## config.mk

```make
export PLATFORM = sky130hd
export DESIGN_NAME = usrt_tx
export DESIGN_NICKNAME = d
export VERILOG_FILES = /design/src/rtl/usrt_tx.sv
export SDC_FILE = /design/constraint.sdc
export NUM_CORES = 1
export LEC_CHECK = 0
export ABC_AREA = 1
export CAP_MARGIN = 20
export CORE_ASPECT_RATIO = 0.8
export CORE_UTILIZATION = 39
export CTS_BUF_LIST = sky130_fd_sc_hd__clkbuf_8
export CTS_CLUSTER_DIAMETER = 150
export CTS_CLUSTER_SIZE = 16
export DETAILED_ROUTE_END_ITERATION = 10
export DONT_BUFFER_PORTS = 1
export RECOVER_POWER = 50
export SLEW_MARGIN = 20
export SYNTH_ARGS = -nofsm -noshare
export SYNTH_HDL_FRONTEND = slang
export SYNTH_SLANG_ARGS = --single-unit
```

## constraint.sdc

```tcl
create_clock -name i_Pclk -period 1.54 [get_ports i_Pclk]
set_input_delay 0.308 -clock i_Pclk [delete_from_list [all_inputs] [get_ports i_Pclk]]
set_output_delay 0.308 -clock i_Pclk [all_outputs]
set_load 0.005 [all_outputs]
```

## src/rtl/usrt_tx.sv

```systemverilog
// usrt_tx: USRT serial transmitter.
// Builds the frame {stop, parity, data[7:0], start} and shifts it out LSB-first.
// Each bit lasts CLKS_PER_BIT cycles. The parity slot is present only in even
// or odd mode.
// Optional feature macro USRT_SCLK_EN adds the o_SClk bit-clock output. Its
// rising edge falls in the middle of each bit, and it is held high when idle.
//
// state    | meaning
// ---------+------------------------------------------------
// S_IDLE   | line high, ready for a new byte
// S_START  | start bit (line low)
// S_DATA   | data bits 0..7, LSB first
// S_PARITY | parity bit (even/odd modes only)
// S_STOP   | stop bit (line high), o_TxDone raised on exit
module usrt_tx #(
  parameter int unsigned CLKS_PER_BIT = 16
) (
  input  logic       i_Pclk,
  input  logic       i_Rst_n,
  input  logic       i_TxStart,
  input  logic [7:0] i_Data,
  input  logic [1:0] i_Parity,
  output logic       o_Serial,
  output logic       o_TxReady,
  output logic       o_TxBusy,
  output logic       o_TxDone
`ifdef USRT_SCLK_EN
  ,
  output logic       o_SClk
`endif
);

  localparam int unsigned CNT_W = $clog2(CLKS_PER_BIT);
  localparam logic [CNT_W-1:0] CNT_MAX = CNT_W'(CLKS_PER_BIT - 1);

  typedef enum logic [2:0] {
    S_IDLE   = 3'd0,
    S_START  = 3'd1,
    S_DATA   = 3'd2,
    S_PARITY = 3'd3,
    S_STOP   = 3'd4
  } state_t;

  state_t           state_q, state_d;
  logic [CNT_W-1:0] cnt_q, cnt_d;
  logic [2:0]       bit_idx_q, bit_idx_d;
  logic [7:0]       shift_q, shift_d;
  logic             par_bit_q, par_bit_d;
  logic             par_en_q, par_en_d;
  logic             serial_q, serial_d;
  logic             done_q, done_d;
  logic             bit_done;

  // The down-counter reaching zero marks the last cycle of the current bit.
  assign bit_done = (cnt_q == '0);

  // State register.
  always_ff @(posedge i_Pclk or negedge i_Rst_n) begin
    if (!i_Rst_n) state_q <= S_IDLE;
    else          state_q <= state_d;
  end

  // Next-state logic: every bit advances on the terminal count.
  always_comb begin
    state_d = state_q;
    case (state_q)
      S_IDLE:   if (i_TxStart) state_d = S_START;
      S_START:  if (bit_done) state_d = S_DATA;
      S_DATA:   if (bit_done && (bit_idx_q == 3'd7)) state_d = par_en_q ? S_PARITY : S_STOP;
      S_PARITY: if (bit_done) state_d = S_STOP;
      S_STOP:   if (bit_done) state_d = S_IDLE;
      default:  state_d = S_IDLE;
    endcase
  end

  // Datapath: byte and parity capture on accept, bit timer, and data shifting.
  always_comb begin
    cnt_d     = cnt_q;
    bit_idx_d = bit_idx_q;
    shift_d   = shift_q;
    par_bit_d = par_bit_q;
    par_en_d  = par_en_q;
    if (state_q == S_IDLE) begin
      if (i_TxStart) begin
        cnt_d     = CNT_MAX;
        bit_idx_d = 3'd0;
        shift_d   = i_Data;
        par_en_d  = (i_Parity == 2'b01) || (i_Parity == 2'b10);
        par_bit_d = (i_Parity == 2'b10) ? ~^i_Data : ^i_Data;
      end
    end else if (!bit_done) begin
      cnt_d = cnt_q - CNT_W'(1);
    end else begin
      cnt_d = (state_q == S_STOP) ? '0 : CNT_MAX;
      if (state_q == S_DATA) begin
        bit_idx_d = bit_idx_q + 3'd1;
        shift_d   = {1'b0, shift_q[7:1]};
      end
    end
  end

  // Output logic: the line level follows the upcoming state, so o_Serial
  // changes on the same edge as the state and comes straight from a flop.
  always_comb begin
    serial_d = 1'b1;
    case (state_d)
      S_START:  serial_d = 1'b0;
      S_DATA:   serial_d = shift_d[0];
      S_PARITY: serial_d = par_bit_q;
      default:  serial_d = 1'b1;
    endcase
    done_d = (state_q == S_STOP) && bit_done;
  end

  // Datapath and registered outputs.
  always_ff @(posedge i_Pclk or negedge i_Rst_n) begin
    if (!i_Rst_n) begin
      cnt_q     <= '0;
      bit_idx_q <= 3'd0;
      shift_q   <= 8'h00;
      par_bit_q <= 1'b0;
      par_en_q  <= 1'b0;
      serial_q  <= 1'b1;
      done_q    <= 1'b0;
    end else begin
      cnt_q     <= cnt_d;
      bit_idx_q <= bit_idx_d;
      shift_q   <= shift_d;
      par_bit_q <= par_bit_d;
      par_en_q  <= par_en_d;
      serial_q  <= serial_d;
      done_q    <= done_d;
    end
  end

  assign o_Serial  = serial_q;
  assign o_TxDone  = done_q;
  assign o_TxReady = (state_q == S_IDLE);
  assign o_TxBusy  = (state_q != S_IDLE);

`ifdef USRT_SCLK_EN
  // Counter values at or above this are the low half of a bit.
  localparam logic [CNT_W-1:0] SCLK_LOW_MIN = CNT_W'(CLKS_PER_BIT - CLKS_PER_BIT / 2);

  logic sclk_q, sclk_d;

  // Bit clock: low for the first half of each bit, high otherwise and when idle.
  always_comb begin
    sclk_d = 1'b1;
    if ((state_d != S_IDLE) && (cnt_d >= SCLK_LOW_MIN)) sclk_d = 1'b0;
  end

  // Bit clock register.
  always_ff @(posedge i_Pclk or negedge i_Rst_n) begin
    if (!i_Rst_n) sclk_q <= 1'b1;
    else          sclk_q <= sclk_d;
  end

  assign o_SClk = sclk_q;
`endif

endmodule

```

==> impl_metrics.json <==
{
  "r2r_start": "cnt_q[1]",
  "rsz0062_at_grt": "false",
  "skew_ps": 5.006,
  "nFillCells": 309,
  "seqPwrFrac_pct": 58.4,
  "switching_power_uw": 208.2,
  "fin_nets": 194,
  "diodes": 0,
  "mostFrequentLayoutCell": "nand2_1",
  "syn_area_um2": 1259,
  "layout-drive-gt1-share_pct": 14.20,
  "first_pass_iters": 4,
  "clock_path_buffers": 2,
  "slew_violations": 0,
  "synth-seq-cells": 22,
  "path_class": "reg2out",
  "grt_pass1_wl_um": 4133,
  "yosys.area.top_type": "dfrtp_1",
  "finalCritPeriodShare_pct": 94.62,
  "cts_tree": "yes",
  "hold_slack_ps": 199.6,
  "grt_max_degree": 23,
  "setup_viol": 0,
  "htreeDepth": 1,
  "cts_buffers": 3,
  "grt_pass1_vias": 911,
  "avgSynthCellArea_um2": 7.583,
  "ir_worst_vdd_mv": 0.4872,
  "wl_um": 2515,
  "clockPowerShare_pct": 35.3,
  "crit_fanout": 6,
  "startpoint": "state_q[0]",
  "overflow": 0,
  "ys_seq_area_share_pct": 43.84,
  "dieWidth_um": 65.52,
  "hold_start": "i_Data[6]",
  "cp.required_ps": 1230,
  "p_per_area_nw_per_um2": 695.9,
  "slew_headroom_pct": 64.31,
  "multiInputGateArea_um2": 620.6,
  "yosysWarnings": 0,
  "layout_common_cells": "nand2_1, inv_1, dfrtp_1",
  "p_sw_share_pct": 21.05,
  "fin_setup_tns_ps": 0,
  "synth_top_area_share_pct": 41.75,
  "pin_count": 17,
  "start_util_pct": 40.79,
  "cp-start-kind": "flip-flop",
  "gp_congestion": 0.8652,
  "period_needed_ps": 1457,
  "numClockSinks": 22,
  "clock.fmax_mhz": 686.3,
  "ant_nets": 0,
  "outcome": "finished clean",
  "dieArea_um2": 3460,
  "hold_path_class": "in2reg",
  "rows": 18,
  "total_power_uw": 989.1,
  "dr.first_iter.drc_count": 81,
  "core_um2": 3085,
  "syn_nets": 183,
  "die_y_um": 52.82,
  "netlist_top_cells_area": "dfrtp_1, nand2_1, inv_1",
  "worstPathArrival_ps": 1150,
  "syn2layout_area_growth_pct": 12.92,
  "clk_latency_ps": 260,
  "dp.cells": 207,
  "worst_pin_slew_ps": 533.5,
  "synth_cell_types": 21,
  "drc": 0,
  "wl_per_cell_um": 11.64,
  "slowest_delay_ps": 460,
  "cts_root_buffer": "clkbuf_8",
  "cts.clk_slew.worst_paths_ps": 80,
  "worstSetupEndpointType": "output port",
  "grt.total_usage_pct": 16.13,
  "cp_slowest_cell": "dfrtp_1",
  "p_leak_uw": 0.0007669,
  "via_per_inst": 4.810,
  "maxCapViolCount": 0,
  "seqCellArea_um2": 551.8,
  "hold_viol_final": 0,
  "portBuffers": 0,
  "synth_cells": 166,
  "cellInternalPower_uw": 780.9,
  "utilization_pct": 46.07,
  "fin_cells": 216,
  "num_vias": 1039,
  "pwr-share-comb_pct": 6.3,
  "hpwl_um": 1917,
  "crit_chain": "nor2_2, nand2_2, inv_1",
  "antenna_found_initial": 0
}
## final cells by class
class / count / share of cell area, %
multi-input cells: 117 / 43.66
flip-flops and latches: 22 / 38.82
inverters: 27 / 7.130
repair buffers: 6 / 3.697
well taps: 40 / 3.521
clock buffers: 3 / 2.905
clock inverters: 1 / 0.2641
## flip-flops by register name, summed over array words and instances, names as in the netlist
signal,flops
shift_q,8
bit_idx_q,3
o_TxDone,1
cnt_q,4
par_en_q,1
o_Serial,1
state_q,3
par_bit_q,1
## path summary, 6_finish.rpt
path / cells after the start / slack [ps] / endpoint
setup / recovery: 3 / 80 / o_TxReady
hold / removal: 2 / 200 / shift_q[6]
setup reg to reg: 8 / 130 / bit_idx_q[1]
hold reg to reg: 2 / 490 / shift_q[5]
max in group asynchronous: 2 / 240 / shift_q[4]
min in group asynchronous: 1 / 460 / o_TxDone
## repair_timing
action | CTS | global route
endpoints found under the setup margin | 0 | 13
hold endpoints to repair | 22 | 0
hold buffers | 1 | 0
buffers inserted | 0 | 3
gates resized for setup | 0 | 6
## power groups by stage
stage / Sequential [uW] / Combinational [uW] / Clock, uW
finish: 577 / 62.2 / 349
detailed placement: 589 / 46.8 / 0
global route: 577 / 71.7 / 392
floorplan: 589 / 40.2 / 0
global placement: 589 / 44.2 / 0
CTS: 577 / 60.9 / 368
## through the flow
step	instance area, um^2	setup slack (ps)
after floorplan	1259	129.4
after global placement	1316	91.22
after detailed placement	1316	74.50
after CTS	1371	48.02
after global routing	1421	8.975
final	1421	82.83
## routing by layer
layer  GRT usage [%]  vias up  part of all wire, %
li1                -      545                    -
met1           22.12      475                   49
met2           24.05       17                   46
met3           6.087        2                  5.3
met4           3.261        0                 0.32
met5               0        -                    0
## cell families after synthesis
| family | Yosys count | synth area share, % |
|---|---|---|
| fa+ha+maj | 4 | 3.976 |
| compound gates | 23 | 11.43 |
| xor+xnor | 6 | 4.176 |
| buf+inv | 27 | 8.052 |
| flops | 22 | 43.84 |
| simple gates | 84 | 28.53 |
## Yosys cell counts (all sizes together)
master   n
ha       4
o21ai    9
dfstp    1
inv     27
nand2   52
xnor2    3
nor2    16
a21oi    5
nor3     1
a22oi    7
dfrtp   21
xor2     3
a22o     2
nand4    1
nand3   14
## critical path: cells and delay by family, from the launching register on
kind	cells	cell delay (ps)
buf+inv	1	130
simple gates	2	300
flops	1	460
(Power assumes the default switching activity.)
